[src/rtl/prim_boolfn_pkg.sv]
// Shared types and the bitwise SHA round function used by prim_boolfn_pipe.
// Words are evaluated at MaxWidth bits; callers zero-extend and keep the low Width bits.
package prim_boolfn_pkg;

    typedef enum logic [1:0] {
        CH     = 2'b00,
        PARITY = 2'b01,
        MAJ    = 2'b10,
        RSVD   = 2'b11
    } boolfn_mode_e;

    localparam int unsigned MaxWidth = 64;
    typedef logic [MaxWidth-1:0] word_t;

    function automatic word_t boolfn_eval(input boolfn_mode_e mode, input word_t x,
                                          input word_t y, input word_t z);
        word_t res;
        case (mode)
            CH:      res = (x & y) ^ (~x & z);
            PARITY:  res = x ^ y ^ z;
            MAJ:     res = (x & y) ^ (x & z) ^ (y & z);
            default: res = '0;
        endcase
        return res;
    endfunction

    function automatic logic boolfn_is_rsvd(input boolfn_mode_e mode);
        return mode == RSVD;
    endfunction

endpackage

[src/rtl/prim_boolfn_stage.sv]
// One elastic pipeline slice: holds {valid, payload} and loads whenever it is empty
// or its downstream neighbour takes the current item in the same cycle.
module prim_boolfn_stage #(
    parameter int unsigned PayloadW = 33
) (
    input  logic                clk_i,
    input  logic                rst_ni,
    input  logic                flush_i,
    input  logic                in_valid_i,
    output logic                in_ready_o,
    input  logic [PayloadW-1:0] in_data_i,
    output logic                out_valid_o,
    input  logic                out_ready_i,
    output logic [PayloadW-1:0] out_data_o
);

    logic                valid_q, valid_d;
    logic [PayloadW-1:0] data_q, data_d;
    logic                load;

    assign load = ~valid_q | out_ready_i;

    always_comb begin
        valid_d = valid_q;
        data_d  = data_q;
        if (flush_i) begin
            valid_d = 1'b0;
        end else if (load) begin
            valid_d = in_valid_i;
        end
        // Payload only captures real items so idle slices do not toggle.
        if (load && in_valid_i && !flush_i) begin
            data_d = in_data_i;
        end
    end

    always_ff @(posedge clk_i or negedge rst_ni) begin
        if (!rst_ni) begin
            valid_q <= 1'b0;
            data_q  <= '0;
        end else begin
            valid_q <= valid_d;
            data_q  <= data_d;
        end
    end

    assign in_ready_o  = load;
    assign out_valid_o = valid_q;
    assign out_data_o  = data_q;

endmodule

[src/rtl/prim_boolfn_pipe.sv]
// Selectable Ch/Parity/Maj of three words feeding a chain of elastic slices with
// flush and occupancy count. Width must not exceed prim_boolfn_pkg::MaxWidth.
module prim_boolfn_pipe
    import prim_boolfn_pkg::*;
#(
    parameter int unsigned Width  = 32,
    parameter int unsigned Stages = 2
) (
    input  logic                         clk_i,
    input  logic                         rst_ni,
    input  logic                         flush_i,
    input  logic                         in_valid_i,
    output logic                         in_ready_o,
    input  logic [1:0]                   mode_i,
    input  logic [Width-1:0]             x_i,
    input  logic [Width-1:0]             y_i,
    input  logic [Width-1:0]             z_i,
    output logic                         out_valid_o,
    input  logic                         out_ready_i,
    output logic [Width-1:0]             out_o,
    output logic                         err_o,
    output logic [$clog2(Stages+1)-1:0]  count_o
);

    localparam int unsigned CntW = $clog2(Stages + 1);

    word_t              x_ext, y_ext, z_ext, fn_res;
    logic               unused_fn_res;
    logic [Stages:0]    valid_c;
    logic [Stages:0]    ready_c;
    logic [Stages:0][Width:0] data_c;
    logic [CntW-1:0]    count_sum;

    always_comb begin
        x_ext = '0;
        y_ext = '0;
        z_ext = '0;
        x_ext[Width-1:0] = x_i;
        y_ext[Width-1:0] = y_i;
        z_ext[Width-1:0] = z_i;
        fn_res = boolfn_eval(boolfn_mode_e'(mode_i), x_ext, y_ext, z_ext);
    end

    // Bits above Width are always zero and intentionally dropped.
    assign unused_fn_res = ^fn_res;

    assign data_c[0]       = {boolfn_is_rsvd(boolfn_mode_e'(mode_i)), fn_res[Width-1:0]};
    assign valid_c[0]      = in_valid_i & ~flush_i;
    assign ready_c[Stages] = out_ready_i;
    assign in_ready_o      = ready_c[0] & ~flush_i;

    for (genvar gi = 0; gi < Stages; gi++) begin : g_stage
        prim_boolfn_stage #(
            .PayloadW (Width + 1)
        ) u_stage (
            .clk_i       (clk_i),
            .rst_ni      (rst_ni),
            .flush_i     (flush_i),
            .in_valid_i  (valid_c[gi]),
            .in_ready_o  (ready_c[gi]),
            .in_data_i   (data_c[gi]),
            .out_valid_o (valid_c[gi+1]),
            .out_ready_i (ready_c[gi+1]),
            .out_data_o  (data_c[gi+1])
        );
    end

    always_comb begin
        count_sum = '0;
        for (int unsigned i = 1; i <= Stages; i++) begin
            count_sum = count_sum + CntW'(valid_c[i]);
        end
    end

    assign out_valid_o = valid_c[Stages];
    assign out_o       = data_c[Stages][Width-1:0];
    assign err_o       = data_c[Stages][Width];
    assign count_o     = count_sum;

    a_out_stable_on_stall: assert property (@(posedge clk_i) disable iff (!rst_ni)
        (out_valid_o && !out_ready_i) |=> $stable(out_o));

    a_count_bounded: assert property (@(posedge clk_i) disable iff (!rst_ni)
        count_o <= CntW'(Stages));

endmodule

[config.mk]
export PLATFORM = sky130hd
export DESIGN_NAME = prim_boolfn_pipe
export DESIGN_NICKNAME = d
export VERILOG_FILES = /design/src/rtl/prim_boolfn_pkg.sv /design/src/rtl/prim_boolfn_stage.sv /design/src/rtl/prim_boolfn_pipe.sv
export SDC_FILE = /design/constraint.sdc
export NUM_CORES = 1
export LEC_CHECK = 0
export CORE_ASPECT_RATIO = 2
export CORE_UTILIZATION = 45
export CTS_CLUSTER_DIAMETER = 80
export DETAILED_ROUTE_END_ITERATION = 10
export PLACE_DENSITY = 0.78
export SLEW_MARGIN = 20
export SYNTH_ARGS = -nofsm -noshare
export SYNTH_HDL_FRONTEND = slang
export SYNTH_SLANG_ARGS = --single-unit
[constraint.sdc]
create_clock -name clk_i -period 1.6 [get_ports clk_i]
set_input_delay 0.32 -clock clk_i [delete_from_list [all_inputs] [get_ports clk_i]]
set_output_delay 0.32 -clock clk_i [all_outputs]
set_load 0.05 [all_outputs]
==> impl_results.md <==
- CP delay by family, top: buffers and inverters
- Rows: 50
- P per Cell Area: 1200 nW/um^2
- Worst skew pair latency: roughly 0.32 ns
- Clk buf depth: 2
- Proportion of power drawn by the clock network: 24.8%
- WL met3: 447 um
- Hold Fails Final Rpt: 0
- Placed cell areas: ~5700 sq um
- Largest family of logic cells by synthesized area: multiplexers
- Ys flop type: dfrtp_1
- Grt ovf: 0
- Total power: between 0.007 and 0.008 W
- DRC viols: 8
- Hold_buf cts: 0
- Worst setup EP type: register
- RSZ-0062 raised after global routing: no
- Worst Hold Class: in -> async
- Final Non-Filler Cells: about 560
- Global placement routability congestion: ~0.79
- Die height: around 140 um
- Post-Syn Nets: roughly 470
- Core area: 9320 sq um
- Crit path largest cell delay: between 0.5 and 0.6 ns
- Peak Freq: 635 MHz
- Post-Syn Instances: 330
- Vias: 3,064
- Clock transition at path regs: around 0.050 ns
- 1st-pass router iterations: 8
- CTS tree: built
- Simple-Gate Fraction of Synth Area: 1.74%
- Slew Viols, Final: 0
- Yosys reg bits: a little under 70
- Status: complete, but fails checks
- Critical Path Source Type: input port
- Post-Synth Adder-Cell Area: between 15 and 20%
- CP bufs+invs: 1
- Die ar.: roughly 10,000 sq um
- Layout cells sized above 1: between 30% and 40%
- Slew @ Worst Pin: between 0.4 and 0.5 ns
- Worst EP arrival: 1.75 ns
- WL/cell: 17.5 um
- Final ANT Viol Nets: 0
- Mux share of post-synthesis cell area: between 20 and 25%
- DRT iter0 DRCs: between 200 and 250
- Int Power: 0.00456 W
- Ant. Diodes: 0
- Vias per inst: about 5.5
- Unique cell type count in the Yosys netlist: 18
- Required time of the critical path: approximately 1.8 ns
- Sw Share: roughly 37%
- Crit path cell chain: clkdlybuf4s50_1 > fa_1 > a222oi_1 > mux2i_1
- Number of global-route vias before repair: between 3,000 and 4,000
- Post-Place Cells: 540
- Slew margin rel.: 69.8%
- Crit Path Category: in -> reg
- M1 WL: about 3300 um
- Flop pwr share: about 34%
- Clk_skew: approximately 0.0028 ns
- Syn. warnings: 0
- Worst VDD drop: 682 uV
- TritonCTS Buffers: 9
- Sequential fraction of the synthesis area: 39.5%
- First-pass GRT wire length: ~16,000 um
- Logic pwr share: 41.4%
- CP max FO: 2
- DR WL met2: roughly 5600 um
- Post-synth ARST share: 100%
- Compound-cell area share of the yosys netlist: 7.66%
- Initial antenna violation count: 0
- Leakage Power: about 2.8 nW
- NumNets Final: 583
- Top sig layer: met4
- Area Overhead vs Synth: 39.6%
- Final core utilization: 64.6%
- Post-synth EDFFs: 0
- Buffers on Ports: ~140
- Min Clock Period, post-route: approximately 1.6 ns
- Final Cycle Share: between 90 and 100%
- GR Util All Layers: between 20 and 25%
- Clk sinks: between 60 and 70
- Root Driver: clkbuf_16
- H-tree levels: 3
- Largest net degree at the start of global routing: 69
- Psw: 0.00266 W
- Post-synthesis xor/xnor area fraction: 0%
- Slowest cell on crit path: clkdlybuf4s50_1
- Final setup viols: 0
- Max Cap Viol: 0
- Post-synthesis cell area: roughly 4300 sq um
- Final WL: 9720 um
- Initial Util: a little under half
- Synth Area per Inst: about 13 sq um
- Io pins: 140
- DIE WIDTH: between 70 and 80 um
- Final instance area: approximately 6000 sq um
- Failing checks: design-rule violations
- Hpwl dp: ~7200 um
[metrics by stage]
stage | TNS (ns) | hold WS (ns) | setup slack (ns)
6_report | 0 | 0.00122 | 0.0256
3_5_place_dp | -16.79 | 0.368 | -0.368
4_1_cts | 0 | 0.0199 | 0.00685
3_3_place_gp | -15.09 | 0.363 | -0.336
5_1_grt | 0 | 0.0365 | 0.00529
2_1_floorplan | -0.909 | 0.0244 | -0.0303
[layout make-up]
| cell class | count | area (sq um) |
|---|---|---|
| Clock buffer | 14 | 264 |
| Clock inverter | 2 | 10.0 |
| Fill cell | 715 | 3300 |
| Inverter | 39 | 146 |
| Multi-Input combinational cell | 175 | 2150 |
| Sequential cell | 68 | 1700 |
| Tap cell | 104 | 130 |
| Timing Repair Buffer | 154 | 1610 |
[power by group through the flow]
stage / combinational [W] / sequential (W) / clock (W)
after floorplan: 0.00221 / 0.00240 / 0
after global placement: 0.00294 / 0.00245 / 0
after detailed placement: 0.00300 / 0.00248 / 0
after CTS: 0.00301 / 0.00245 / 0.00185
after global routing: 0.00313 / 0.00252 / 0.00193
final: 0.00299 / 0.00245 / 0.00179
[worst reg2reg max path, cell delays in order (launching register included)]
cell,delay (ns)
dfrtp_2,0.40
nor2b_4,0.15
nor3b_4,0.21
buf_12,0.25
mux2_2,0.39
[timing repair]
item                       4_1_cts  5_1_grt
pin swaps                        3        4
gates resized for setup          5        8
setup buffers                    0        1
setup endpoints to repair        4        5
[cells in the mapped netlist (2+ instances only)]
cell type / instances / area, sq um
a21oi_1: 2 / 10.0
a222oi_1: 32 / 320
buf_2: 8 / 40.0
buf_4: 35 / 263
buf_6: 3 / 33.8
clkbuf_1: 2 / 7.51
dfrtp_1: 68 / 1700
fa_1: 32 / 641
inv_1: 39 / 146
mux2_2: 65 / 732
mux2i_1: 33 / 330
nand3b_1: 2 / 15.0
nor2_1: 3 / 11.3
nor2b_1: 2 / 12.5
[cell usage in the layout, fill, tap and decap left out, types with 2 or more instances in the layout]
| cell type | Yosys | routed |
|---|---|---|
| dfrtp_1 | 68 | 66 |
| dfrtp_2 | 0 | 2 |
| buf_12 | 0 | 15 |
| clkdlybuf4s50_1 | 0 | 92 |
| inv_1 | 39 | 39 |
| dlygate4sd2_1 | 0 | 2 |
| mux2i_1 | 33 | 33 |
| dlymetal6s2s_1 | 0 | 7 |
| nor2b_2 | 0 | 2 |
| clkinv_2 | 0 | 2 |
| a222oi_1 | 32 | 32 |
| buf_4 | 35 | 36 |
| mux2_2 | 65 | 65 |
| nand3b_1 | 2 | 2 |
| clkbuf_16 | 0 | 9 |
| clkbuf_1 | 2 | 3 |
| fa_1 | 32 | 32 |
| nor2_1 | 3 | 2 |
| clkbuf_8 | 0 | 2 |
[path summary, 6_finish.rpt]
kind | start | to | slack (ns) | depth (start not counted)
min in group clk_i | mode_i[0] | g_stage[0].u_stage.out_data_o[32] | 0.34 | 3
hold / removal | rst_ni | g_stage[0].u_stage.out_data_o[4] | 0.001 | 2
setup / recovery | y_i[2] | g_stage[0].u_stage.out_data_o[2] | 0.03 | 4
hold reg to reg | g_stage[0].u_stage.out_data_o[14] | g_stage[1].u_stage.out_data_o[14] | 0.50 | 1
max in group asynchronous | rst_ni | g_stage[0].u_stage.out_data_o[6] | 1.27 | 2
setup reg to reg | g_stage[1].u_stage.out_valid_o | g_stage[1].u_stage.out_data_o[23] | 0.09 | 4
[registers in the layout, summed over array words and instances, names as in the netlist]
name,flops
g_stage.u_stage.out_data_o,66
g_stage.u_stage.out_valid_o,2
[cell families (layout without fill, tap and decap cells)]
family / Yosys count / after routing
flip-flops: 68 / 68
multiplexers: 98 / 98
adder cells (fa/ha/maj): 33 / 33
buffers and inverters: 87 / 209
AO/OA/AOI/OAI: 34 / 34
AND/OR/NAND/NOR: 10 / 10
[per-layer routing]
metal | track usage, % | vias to the layer above
met4 | 8.53 | 0
met1 | 21.8 | 1548
met2 | 38.4 | 111
li1 | - | 1384
met3 | 4.32 | 21
met5 | 0 | -
No activity file was read; power rests on OpenSTA's default activity.
==> patch: new RTL, config.mk and constraints unchanged <==
Make the reset (`rst_ni`) synchronous in one clocked block.
--- a/src/rtl/prim_boolfn_stage.sv
+++ b/src/rtl/prim_boolfn_stage.sv
@@ -36,3 +36,3 @@
 
-    always_ff @(posedge clk_i or negedge rst_ni) begin
+    always_ff @(posedge clk_i) begin
         if (!rst_ni) begin
Check against the original RTL: differs if rst_ni is asserted again (counterexample within 4 cycles, from zero or initial values and one cycle with rst_ni low); with rst_ni held inactive, the same outputs for 10 cycles.
==> patch against the unedited design <==
The run ends with negative setup slack left. Final area down 4.4%. Critical path depth did not move. Synthesized area shrank 4.4%. Maximum frequency decreased by 4.2%. Sequential cell count is the same. Setup slack worse by 0.070 ns. Routed wire length rose by 13%. Synthesized cell count is 28% higher. Via count increased by 20%. Critical path type unchanged. Largest cell class unchanged.
Power is not compared: it rests on default switching activity, and its combinational part moved more than twofold at a synthesized area within 25%.
==> patch: results (changes against the unedited design) <==
.. list-table::
   :header-rows: 1

   * - Metric
     - Value
   * - Via total after detailed routing
     - 3,673 (+20%)
   * - Layout cells sized above 1
     - 21.9% (-9.1 points)
   * - Cell variety after synth
     - 29 (+11)
   * - Run status
     - finished with violations
   * - Worst hold-check path type
     - flop to flop
   * - Fraction of the mapped netlist area in adder cells
     - 15.8% (+0.70 points)
   * - Number of nets at the end of the flow
     - 665 (+14%)
   * - Top delay family on crit path
     - compound AO/OA/AOI/OAI gates
   * - Largest cells by area after synthesis
     - sky130_fd_sc_hd__dfxtp_1 (33%), sky130_fd_sc_hd__fa_1 (16%), sky130_fd_sc_hd__mux2_2 (8.2%)
   * - Gp weighted congestion
     - 0.776 (-1.7%)
   * - Overall global routing resource usage
     - 23.7% (+3.0 points)
   * - Multiplexer share of the synthesized area
     - 8.74% (-16 points)
   * - Syn Nets
     - 560 (+20%)
   * - Number of hold violations in the final report
     - 0 (unchanged)
   * - Worst max-slew margin expressed relative to the limit
     - 71.3% (+1.4 points)
   * - Setup violations, final
     - 1 (+1)
   * - Via count of the first global-routing pass
     - 3,810 (+16%)
   * - Placed Cells
     - 620 (+15%)
   * - Total wirelength of the detailed-routed design
     - 11,000 µm (+13%)
   * - Largest stage delay on the critical path
     - 0.47 ns (-0.04 ns)
   * - Setup Skew
     - 0.00849 ns (+0.00567 ns)
   * - Violated checks
     - negative setup slack
   * - Share of the synthesized area in compound gates (AO/OA/AOI/OAI)
     - 21.2% (+14 points)
   * - Number of violations reported at the end of detailed-routing iteration 0
     - 295 (+19%)
   * - Data arrival time of the critical path
     - 1.84 ns (+0.09 ns)
   * - CP max stage cell
     - sky130_fd_sc_hd__clkdlybuf4s50_1
   * - Sequential area share after synthesis
     - 33.0% (-6.4 points)
   * - DP HPWL
     - 8290 µm (+14%)
   * - Final setup slack of the worst path
     - -0.0440 ns (-0.0695 ns)
   * - Post-place instance area
     - 5440 µm² (-4.7%)
   * - Largest net degree at the start of global routing
     - 35 (-49%)
   * - First-pass GRT wire length
     - 17,900 µm (+14%)
   * - Fraction of registers with async set/reset
     - 0% (-100 points)
patch: routing by layer:
layer	up-vias	routed length [µm]	GRT usage, %
met5	-	0	0
met4	0	210	9.67
met3	14	460	4.83
met2	116	6270	46.1
met1	1783	4080	24.1
li1	1760	-	-
patch: area by class of cell:
class                   instances  area [µm²]
inverters                       7        26.3
well taps                     102         128
flip-flops and latches         68        1360
clock inverters                 4        48.8
fillers                       754        3190
repair buffers                163        1650
clock buffers                  12         246
multi-input cells             280        2290
patch: path summary, 6_finish.rpt:
| check | startpoint | endpoint | slack [ns] | cells after the start |
|---|---|---|---|---|
| min reg2reg | g_stage[0].u_stage.out_data_o[8]$_SDFFE_PN0P_ | g_stage[1].u_stage.out_data_o[8]$_SDFFE_PN0P_ | 0.46 | 2 |
| min | g_stage[0].u_stage.out_data_o[8]$_SDFFE_PN0P_ | g_stage[1].u_stage.out_data_o[8]$_SDFFE_PN0P_ | 0.46 | 2 |
| max reg2reg | g_stage[1].u_stage.out_valid_o$_SDFFE_PP0P_ | g_stage[1].u_stage.out_data_o[28]$_SDFFE_PN0P_ | 0.30 | 4 |
| max | x_i[9] | g_stage[0].u_stage.out_data_o[9]$_SDFFE_PN0P_ | -0.04 | 4 |
patch: cells by family after synthesis:
family                   Yosys count
AO/OA/AOI/OAI                    134
adder cells (fa/ha/maj)           33
multiplexers                      32
buffers and inverters             76
AND/OR/NAND/NOR                   81
flip-flops                        68
patch: worst min-delay path, cell delays in order (launching register included):
cell and delay [ns]:
sky130_fd_sc_hd__dfxtp_1 0.30, sky130_fd_sc_hd__nand3_1 0.06, sky130_fd_sc_hd__a21oi_1 0.05
patch: through the flow:
stage	setup slack (ns)	setup TNS, ns	power (mW)	hold slack (ns)	utilization, %
after CTS	0.0114	0	4.61	0.464	64.1
after global placement	-0.317	-10.47	2.65	0.454	60.8
after global routing	0.00158	0	4.76	0.480	64.3
after detailed placement	-0.353	-11.86	2.67	0.458	60.8
final	-0.0440	-0.0440	4.58	0.460	64.3
after floorplan	0.111	0	2.20	0.440	-
patch: timing repair:
action | CTS | global route
setup endpoints to repair | 3 | 5
buffers inserted | 0 | 0
pin swaps | 1 | 9
gates resized for setup | 4 | 9
patch: power by group:
group	total, mW	leakage, nW	switching (mW)	internal [mW]
clock network	1.93	0.147	0.683	1.24
registers	1.76	0.551	0.0246	1.73
logic	0.894	1.47	0.388	0.506
total	4.58	2.17	1.10	3.48
